==> config.mk <==
export PLATFORM = sky130hd
export DESIGN_NAME = core_div_iter
export DESIGN_NICKNAME = d
export VERILOG_FILES = /design/src/rtl/core_div_pkg.sv /design/src/rtl/core_div_abs.sv /design/src/rtl/core_div_iter.sv
export SDC_FILE = /design/constraint.sdc
export NUM_CORES = 1
export LEC_CHECK = 0
export ABC_AREA = 0
export CAP_MARGIN = 20
export CORE_ASPECT_RATIO = 1.75
export CORE_MARGIN = 4
export CORE_UTILIZATION = 32
export CTS_CLUSTER_DIAMETER = 30
export DETAILED_ROUTE_END_ITERATION = 16
export GPL_ROUTABILITY_DRIVEN = 0
export PLACE_DENSITY = 0.63
export SYNTH_ARGS = -nofsm -noshare
export SYNTH_HDL_FRONTEND = slang
export SYNTH_SLANG_ARGS = --single-unit
==> constraint.sdc <==
create_clock -name i_clk -period 4 [get_ports i_clk]
set_input_delay 0.6 -clock i_clk [delete_from_list [all_inputs] [get_ports i_clk]]
set_output_delay 0.6 -clock i_clk [all_outputs]
set_load 0.03 [all_outputs]
==> src/rtl/core_div_pkg.sv <==
// Shared definitions for the divide path: op encodings and the iterative divider state.
package core_div_pkg;

  localparam logic [1:0] DIV  = 2'b00;
  localparam logic [1:0] DIVU = 2'b01;
  localparam logic [1:0] REM  = 2'b10;
  localparam logic [1:0] REMU = 2'b11;

  typedef enum logic [1:0] {
    IDLE = 2'd0,
    CALC = 2'd1,
    DONE = 2'd2
  } div_state_e;

  // DIV and REM are the signed encodings (bit 0 clear).
  function automatic logic is_signed_op(input logic [1:0] control);
    return ~control[0];
  endfunction

endpackage

==> src/rtl/core_div_abs.sv <==
// Operand conditioning: optional W-width zero extension, absolute value and sign extraction.
module core_div_abs #(
  parameter int XLEN = 64
) (
  input  logic [XLEN-1:0] value,
  input  logic            is_signed,
  input  logic            isword,
  output logic [XLEN-1:0] mag,
  output logic            dsign,
  output logic            wsign
);

  localparam int HALF = XLEN / 2;

  logic [HALF-1:0] low_neg;
  logic [XLEN-1:0] full_neg;

  assign low_neg  = -value[HALF-1:0];
  assign full_neg = -value;
  assign dsign    = is_signed & value[XLEN-1];
  assign wsign    = is_signed & value[HALF-1];

  always_comb begin
    mag = value;
    if (isword) begin
      mag = {{HALF{1'b0}}, (wsign ? low_neg : value[HALF-1:0])};
    end else if (dsign) begin
      mag = full_neg;
    end
  end

endmodule

==> src/rtl/core_div_iter.sv <==
// Radix-2 restoring divider producing unsigned quotient/remainder magnitudes plus the
// sign, control and word information the result-formatting stage needs.
module core_div_iter
  import core_div_pkg::*;
#(
  parameter int XLEN = 64
) (
  input  logic            i_clk,
  input  logic            i_rst_n,
  input  logic            i_div_iter_valid,
  output logic            o_div_iter_ready,
  input  logic [XLEN-1:0] i_div_iter_srcA,
  input  logic [XLEN-1:0] i_div_iter_srcB,
  input  logic [1:0]      i_div_iter_control,
  input  logic            i_div_iter_isword,
  input  logic            i_div_iter_flush,
  output logic            o_div_iter_valid,
  input  logic            i_div_iter_ready,
  output logic [XLEN-1:0] o_div_iter_quotient,
  output logic [XLEN-1:0] o_div_iter_remainder,
  output logic            o_div_iter_srcA_Dsign,
  output logic            o_div_iter_srcB_Dsign,
  output logic            o_div_iter_srcA_Wsign,
  output logic            o_div_iter_srcB_Wsign,
  output logic [1:0]      o_div_iter_control,
  output logic            o_div_iter_isword
);

  localparam int HALF = XLEN / 2;
  localparam int CW   = $clog2(XLEN) + 1;

  div_state_e state_reg, state_next;

  logic [XLEN-1:0] rem_reg, quo_reg, div_reg;
  logic [CW-1:0]   cnt_reg;
  logic [1:0]      control_reg;
  logic            isword_reg;
  logic            a_dsign_reg, b_dsign_reg, a_wsign_reg, b_wsign_reg;

  logic [1:0][XLEN-1:0] src_raw, src_mag;
  logic [1:0]           src_dsign, src_wsign;
  logic                 op_signed, div_zero, accept, last_iter;

  logic [XLEN:0]   rem_shifted, trial;
  logic [XLEN-1:0] rem_next, quo_next;

  assign src_raw[0] = i_div_iter_srcA;
  assign src_raw[1] = i_div_iter_srcB;
  assign op_signed  = is_signed_op(i_div_iter_control);

  generate
    for (genvar gi = 0; gi < 2; gi++) begin : g_abs
      core_div_abs #(.XLEN(XLEN)) u_abs (
        .value     (src_raw[gi]),
        .is_signed (op_signed),
        .isword    (i_div_iter_isword),
        .mag       (src_mag[gi]),
        .dsign     (src_dsign[gi]),
        .wsign     (src_wsign[gi])
      );
    end
  endgenerate

  assign div_zero  = (src_mag[1] == '0);
  assign accept    = i_div_iter_valid & o_div_iter_ready & ~i_div_iter_flush;
  assign last_iter = (cnt_reg == CW'(1));

  // Remainder is always below the divisor, so one extra bit holds the trial borrow.
  assign rem_shifted = {rem_reg, quo_reg[XLEN-1]};
  assign trial       = rem_shifted - {1'b0, div_reg};
  assign rem_next    = trial[XLEN] ? rem_shifted[XLEN-1:0] : trial[XLEN-1:0];
  assign quo_next    = {quo_reg[XLEN-2:0], ~trial[XLEN]};

  always_ff @(posedge i_clk or negedge i_rst_n) begin
    if (!i_rst_n) begin
      state_reg <= IDLE;
    end else begin
      state_reg <= state_next;
    end
  end

  always_comb begin
    state_next = state_reg;
    if (i_div_iter_flush) begin
      state_next = IDLE;
    end else begin
      case (state_reg)
        IDLE:    if (accept) state_next = div_zero ? DONE : CALC;
        CALC:    if (last_iter) state_next = DONE;
        DONE:    if (i_div_iter_ready) state_next = IDLE;
        default: state_next = IDLE;
      endcase
    end
  end

  always_comb begin
    o_div_iter_ready = (state_reg == IDLE);
    o_div_iter_valid = (state_reg == DONE);
  end

  always_ff @(posedge i_clk or negedge i_rst_n) begin
    if (!i_rst_n) begin
      rem_reg     <= '0;
      quo_reg     <= '0;
      div_reg     <= '0;
      cnt_reg     <= '0;
      control_reg <= '0;
      isword_reg  <= 1'b0;
      a_dsign_reg <= 1'b0;
      b_dsign_reg <= 1'b0;
      a_wsign_reg <= 1'b0;
      b_wsign_reg <= 1'b0;
    end else if (accept) begin
      control_reg <= i_div_iter_control;
      isword_reg  <= i_div_iter_isword;
      a_dsign_reg <= src_dsign[0];
      a_wsign_reg <= src_wsign[0];
      // Mirroring the dividend sign on x/0 cancels the downstream negation of all-ones.
      b_dsign_reg <= div_zero ? src_dsign[0] : src_dsign[1];
      b_wsign_reg <= div_zero ? src_wsign[0] : src_wsign[1];
      div_reg     <= src_mag[1];
      cnt_reg     <= i_div_iter_isword ? CW'(HALF) : CW'(XLEN);
      if (div_zero) begin
        quo_reg <= '1;
        rem_reg <= src_mag[0];
      end else begin
        rem_reg <= '0;
        // W dividends start in the upper half so the MSB-first shift sees them first.
        quo_reg <= i_div_iter_isword ? {src_mag[0][HALF-1:0], {HALF{1'b0}}} : src_mag[0];
      end
    end else if (state_reg == CALC && !i_div_iter_flush) begin
      rem_reg <= rem_next;
      quo_reg <= quo_next;
      cnt_reg <= cnt_reg - CW'(1);
    end
  end

  assign o_div_iter_quotient   = quo_reg;
  assign o_div_iter_remainder  = rem_reg;
  assign o_div_iter_srcA_Dsign = a_dsign_reg;
  assign o_div_iter_srcB_Dsign = b_dsign_reg;
  assign o_div_iter_srcA_Wsign = a_wsign_reg;
  assign o_div_iter_srcB_Wsign = b_wsign_reg;
  assign o_div_iter_control    = control_reg;
  assign o_div_iter_isword     = isword_reg;

endmodule
## Word level (Yosys, flattened, before mapping)

Index checks and enable logic that the tools add are counted.

- Bitwise logic cells: 9
- Equality and inequality tests: 6
- Add/sub/neg operators: 6
- Mux-type cells: 25
- Reductions and logical operators: 6

Operator list:

| operator | number |
|---|---|
| $mux 64 | 12 |
| $neg 64->64 | 2 |
| $sub 65x64->65 | 1 |
| $logic_not 64->1 | 1 |
| $mux 32 | 2 |
| $neg 32->32 | 2 |
| $mux 7 | 3 |
| $mux 2 | 5 |
| $eq 7x1->1 const B | 1 |
| $sub 7x1->7 const B | 1 |
| $and 1x1->1 | 6 |
| $pmux 2 s3 | 1 |
| $ne 3x1->1 const B | 1 |
| $ne 3x2->1 const B | 1 |
| $ne 3x3->1 const B | 1 |
| $not 1->1 | 3 |
| $reduce_and 3->1 | 1 |
| $eq 2x1->1 const B | 1 |
| $eq 2x2->1 const B | 1 |
| $logic_not 2->1 | 1 |
| $mux 1 | 2 |
| $reduce_bool 2->1 | 1 |
| $logic_and 1x1->1 | 1 |
| $logic_not 1->1 | 1 |

- Flip-flop bits (word level): 208
- Output and inout bits: 137
- Logic and storage cells: 63
- Input bits: 136

## Depth between registers and ports, before layout

- Word-level depth: 9
- Mapped depth: 17
- Depth with buffers taken out: 14

## Cells and area by module

A second synthesis with hierarchy kept.

- Cells, all modules: 2,459
- Area total of the unflattened synthesis: 18,422.7 um^2

By module, submodules not included:

| module | times used | area an instance (um^2) | seq. area each (um^2) | cells an instance |
|---|---|---|---|---|
| core_div_iter | 1 | 14,313.7 | 5,205.0 | 1,791 |
| core_div_abs | 2 | 2,054.5 | 0.0 | 334 |

## Worst setup path after synthesis

No wires, ideal clock.

- Path type: register to register
- Start: register rem_reg[42] (netlist: o_div_iter_remainder[42])
- End: register rem_reg[56] (netlist: o_div_iter_remainder[56])
- Required time: 3.874 ns
- Library setup time: 0.126 ns
- Data arrival time: 3.882 ns
- Setup slack: -0.008 ns
- Clock period less this slack: 4.008 ns
- Cell stages (with the launch flop): 15
- Buffers on the path: 3
- Cell sequence: dfrtp_1 ha_1 clkbuf_1 and4_1 and2_1 a221o_1 a211oi_1 a21oi_1 or4b_2 nand4_1 clkbuf_1 clkbuf_1 mux2i_1 nor2_1 a221o_1

- Word-level cells in the longest chain between the ends: 4

Ends and longest elaborated chain:

| what | line | source |
|---|---|---|
| start: declaration | core_div_iter.sv:34 | `logic [XLEN-1:0] rem_reg, quo_reg, div_reg;` |
| start signal: assignment | core_div_iter.sv:125 | `rem_reg <= src_mag[0];` |
| start signal: assignment | core_div_iter.sv:132 | `rem_reg <= rem_next;` |
| $sub 65x64->65 | core_div_iter.sv:70 | `assign trial = rem_shifted - {1'b0, div_reg};` |
| $mux 64 | core_div_iter.sv:71 | `assign rem_next = trial[XLEN] ? rem_shifted[XLEN-1:0] : trial[XLEN-1:0];` |
| $mux 64 | core_div_iter.sv:131 | `end else if (state_reg == CALC && !i_div_iter_flush) begin` |
| $mux 64 | core_div_iter.sv:113 | `end else if (accept) begin` |

Every way passes these cells. The select of a mux whose other input is x is not followed.
A chain may end at the register's enable or synchronous reset.

## Final worst setup path

- Start: register div_reg[18]
- End: register rem_reg[20] (netlist: o_div_iter_remainder[20])

- Word-level cells in the longest chain between the ends: 4

Ends and longest elaborated chain:

| what | line | source |
|---|---|---|
| start: declaration | core_div_iter.sv:34 |  |
| start signal: assignment | core_div_iter.sv:121 | `div_reg <= src_mag[1];` |
| $sub 65x64->65 | core_div_iter.sv:70 |  |
| $mux 64 | core_div_iter.sv:71 |  |
| $mux 64 | core_div_iter.sv:131 |  |
| $mux 64 | core_div_iter.sv:113 |  |

Every way passes these cells. The select of a mux whose other input is x is not followed.

==> reports/results.txt <==
The number of hold violations in the final report was 0. The first TritonRoute pass finished after 6 iterations. The clock passes through at most 3 buffers. Count of input and output buffers: 272.

Static timing analysis puts the maximum clock frequency at 0.256 GHz. For the worst-skew pair, the clock arrives at the later sink with an insertion delay of 550 ps. The tools report the starting DRC count in detailed routing as 1875. Setup violations remaining at the end of the flow were counted as 0. For the reported max-cap violation count, the log shows 0.

The wire length after detailed routing was 87.6 mm; the number of flops mapped to enable cells by yosys was 0. The tools report the initial antenna violation count as 7. STA puts the critical path data required time at 4420 ps.

The run gives 0.417 as the max-slew headroom at the worst pin. The wire length of the first global-routing pass came out at 128 mm. Critical path endpoint category: a flop.

The routed length per placed instance came out at 22.7 µm. For this design the ratio of total power to cell area is 723 nW/µm². After clock tree synthesis, the flow added hold-fix buffers numbering 0. The number of register bits inferred by synthesis is 208, and the all-layer global routing usage is 0.265.

The logs give 0.0119 µW for the leakage power total and 3274 for the final layout net count. The run finished with clean final reports. The area enclosed by the die boundary was 62400 µm²; the number of top-level pins was 273. Entering global routing, the biggest net connects 182 pins.

The transition at the pin with the smallest max-transition slack was 875 ps; the worst-case vdd ir drop was 0.358 mV. The area inside the core boundary was 57500 µm²; the global route total overflow was 0. In this run the cell area of the synthesized design comes to 18600 µm². In this run the worst path has a maximum fanout of 66.

The synthesized instance count came out at 2474. Most used flip-flop cell after synthesis: dfrtp_1. The tree built by TritonCTS fans out to 208 sinks.

Between clock sinks in the finished design, the worst skew comes to 48.6 ps. The tools report the sequential element share of the synthesized area as 0.279. Share of synthesized registers carrying an async set or reset: 1.00. Counting every net in the synthesized netlist gives 2680. TritonCTS built the clock tree. The tools report the depth of the CTS H-tree as 2. The yosys synthesis warning count is 0, and the total inserted antenna cells is 0.

Counting distinct cell types in the post-synthesis netlist gives 86. Setup repair after global routing could not meet its margin everywhere. The logs give 21900 for the detailed-route via count and 5632 for the layout filler cell count. The number of global-route vias before repair came out at 21900.

By startpoint and endpoint, the worst setup path is classified as flop to flop. The width of the chip is 190 µm. The initialized floorplan defines 116 standard-cell rows. In the routed layout, each cell is associated on average with a via count of 5.66. For this run, design rule violations remaining after detail routing come to 0. At the worst endpoint, the arrival time is 4330 ps. The type of element launching the critical path is a flop. The cell sitting at the root of the clock tree is a clkbuf_16. For the count of pins over their slew limit, the log shows 0.

The shortest clock period the worst path allows after layout was 3910 ps. Layout overhead on the synthesized area: 45.0%. The height of the die was 327 µm. The accumulated negative setup slack is 0 ps. The worst register-to-register path has a depth of 15.

For the post-route core utilization, the log shows 0.470. The tightest min-delay check is of the input port to async pin type. The post-route fraction of the period consumed by the critical path was 0.977.

Post-DP HPWL: 69.0 mm. The initial core utilization came out at 0.324. Fraction of layout instances using a drive strength above 1: 0.204. After clock tree synthesis, the clock-pin slew on the worst setup and hold paths is 60 ps. Number of antenna-violating nets in the routed design: 0. The run gives 37 as the number of buffers added by the clock tree synthesis step.

The synthesized area per cell works out to 7.54 µm².
==> stage by stage <==
step	hold slack, ps	instance area [µm²]	total power (µW)	cells	worst slack (ps)
3_5_place_dp	471	25200	15400	3787	-691
2_1_floorplan	304	18700	10500	2474	34.0
6_report	28.6	27000	19600	3864	91.0
5_1_grt	83.0	27000	20600	3864	-28.7
4_1_cts	52.7	26600	19200	3855	6.54
3_3_place_gp	459	25200	15200	3787	-603
==> cell families (layout without fill, tap and decap cells) <==
| logic type | count (synthesis) | count (layout) | synth area share |
|---|---|---|---|
| AND/OR/NAND/NOR | 878 | 878 | 0.219 |
| AO/OA/AOI/OAI | 745 | 745 | 0.253 |
| buffers and inverters | 285 | 908 | 0.0615 |
| XOR/XNOR | 229 | 229 | 0.108 |
| flip-flops | 208 | 208 | 0.279 |
| adder cells (fa/ha/maj) | 70 | 70 | 0.0474 |
| multiplexers | 59 | 59 | 0.0321 |
==> worst paths after layout <==
check                                        start                                   end  slack [ps]
setup / recovery           div_reg[18]$_DFFE_PN0P_  o_div_iter_remainder[20]$_DFFE_PN0P_          90
max in group asynchronous                  i_rst_n  o_div_iter_remainder[36]$_DFFE_PN0P_        2960
hold reg to reg             div_reg[9]$_DFFE_PN0P_                div_reg[9]$_DFFE_PN0P_         480
hold / removal                             i_rst_n               div_reg[49]$_DFFE_PN0P_          30
setup reg to reg           div_reg[18]$_DFFE_PN0P_  o_div_iter_remainder[20]$_DFFE_PN0P_          90
min in group i_clk          div_reg[9]$_DFFE_PN0P_                div_reg[9]$_DFFE_PN0P_         480
==> worst max-delay path, cell delays in order (launching register included) <==
cell	delay (ps)
dfrtp_1	410
inv_1	100
ha_1	370
nand2_1	170
o21ai_1	130
a221oi_2	330
o22ai_2	200
o21a_1	240
or4b_2	630
nand4_1	110
buf_4	160
buf_12	260
nor2_1	90
a211oi_1	300
buf_4	170
o21ai_0	70
==> Yosys cell counts (6+ instances only) <==
library cell / number / area (µm²)
inv_1: 96 / 360
nand3_1: 38 / 190
nor3b_1: 9 / 67.6
or4_1: 11 / 82.6
xnor2_1: 132 / 1160
nand4_1: 25 / 156
a211oi_1: 37 / 278
a41oi_1: 8 / 70.1
nand2_1: 355 / 1330
or2_2: 8 / 50.1
a21oi_1: 162 / 811
and2_1: 14 / 87.6
xor2_1: 97 / 850
ha_1: 69 / 863
a31o_2: 8 / 70.1
o21a_1: 13 / 97.6
o21ai_1: 14 / 70.1
buf_1: 10 / 37.5
mux2_2: 7 / 78.8
buf_2: 11 / 55.1
and3_1: 20 / 125
and4_1: 11 / 96.3
o22ai_1: 23 / 144
a22oi_1: 6 / 45.0
a32oi_1: 9 / 78.8
a221o_1: 8 / 80.1
a31oi_1: 57 / 357
nor2b_1: 12 / 75.1
clkbuf_1: 157 / 589
o41ai_1: 9 / 78.8
a21o_1: 41 / 308
nand2b_1: 15 / 93.8
o31ai_1: 27 / 203
dfrtp_1: 208 / 5200
o211ai_1: 42 / 315
o31a_1: 7 / 61.3
o21bai_1: 14 / 105
nor4_1: 26 / 163
o21ai_0: 206 / 1030
or3_1: 22 / 138
mux2i_1: 52 / 521
buf_6: 7 / 78.8
nor3_1: 76 / 380
nor2_1: 212 / 796
==> area by class of cell <==
type                            count  area [µm²]  area share
Multi-Input combinational cell   1981       12600       0.467
Timing Repair Buffer              743        6450       0.239
Sequential cell                   208        5200       0.192
Inverter                           97         365      0.0135
Tap cell                          767         960      0.0355
Clock buffer                       43        1010      0.0373
Clock inverter                     25         410      0.0152
==> report_power, final <==
group,internal (µW),switching (µW)
clock network,2410,1240
logic,5070,7070
registers,2920,848
total,10400,9150
==> placed cells by master, fill, tap and decap left out, types with 42 or more instances in the layout <==
cell	synthesis	routed
a21oi_1	162	155
o21ai_0	206	202
ha_1	69	68
inv_1	96	95
xnor2_1	132	131
nor2_1	212	209
mux2i_1	52	52
dfrtp_1	208	208
clkdlybuf4s50_1	0	263
nand2_1	355	354
a31oi_1	57	55
xor2_1	97	95
buf_4	3	454
nor3_1	76	71
o211ai_1	42	42
==> routing by layer <==
layer  share of wire  GRT usage
met1            0.34      0.277
met4            0.11      0.232
met2            0.47      0.451
met3           0.071     0.0504
met5         0.00070          0
==> timing repair <==
item,4_1_cts,5_1_grt
resized for setup,12,65
pin swaps,2,29
endpoints found under the setup margin,88,130
gates cloned,0,2
setup buffers,0,7
Note: power is estimated with default switching activity, not from simulation.
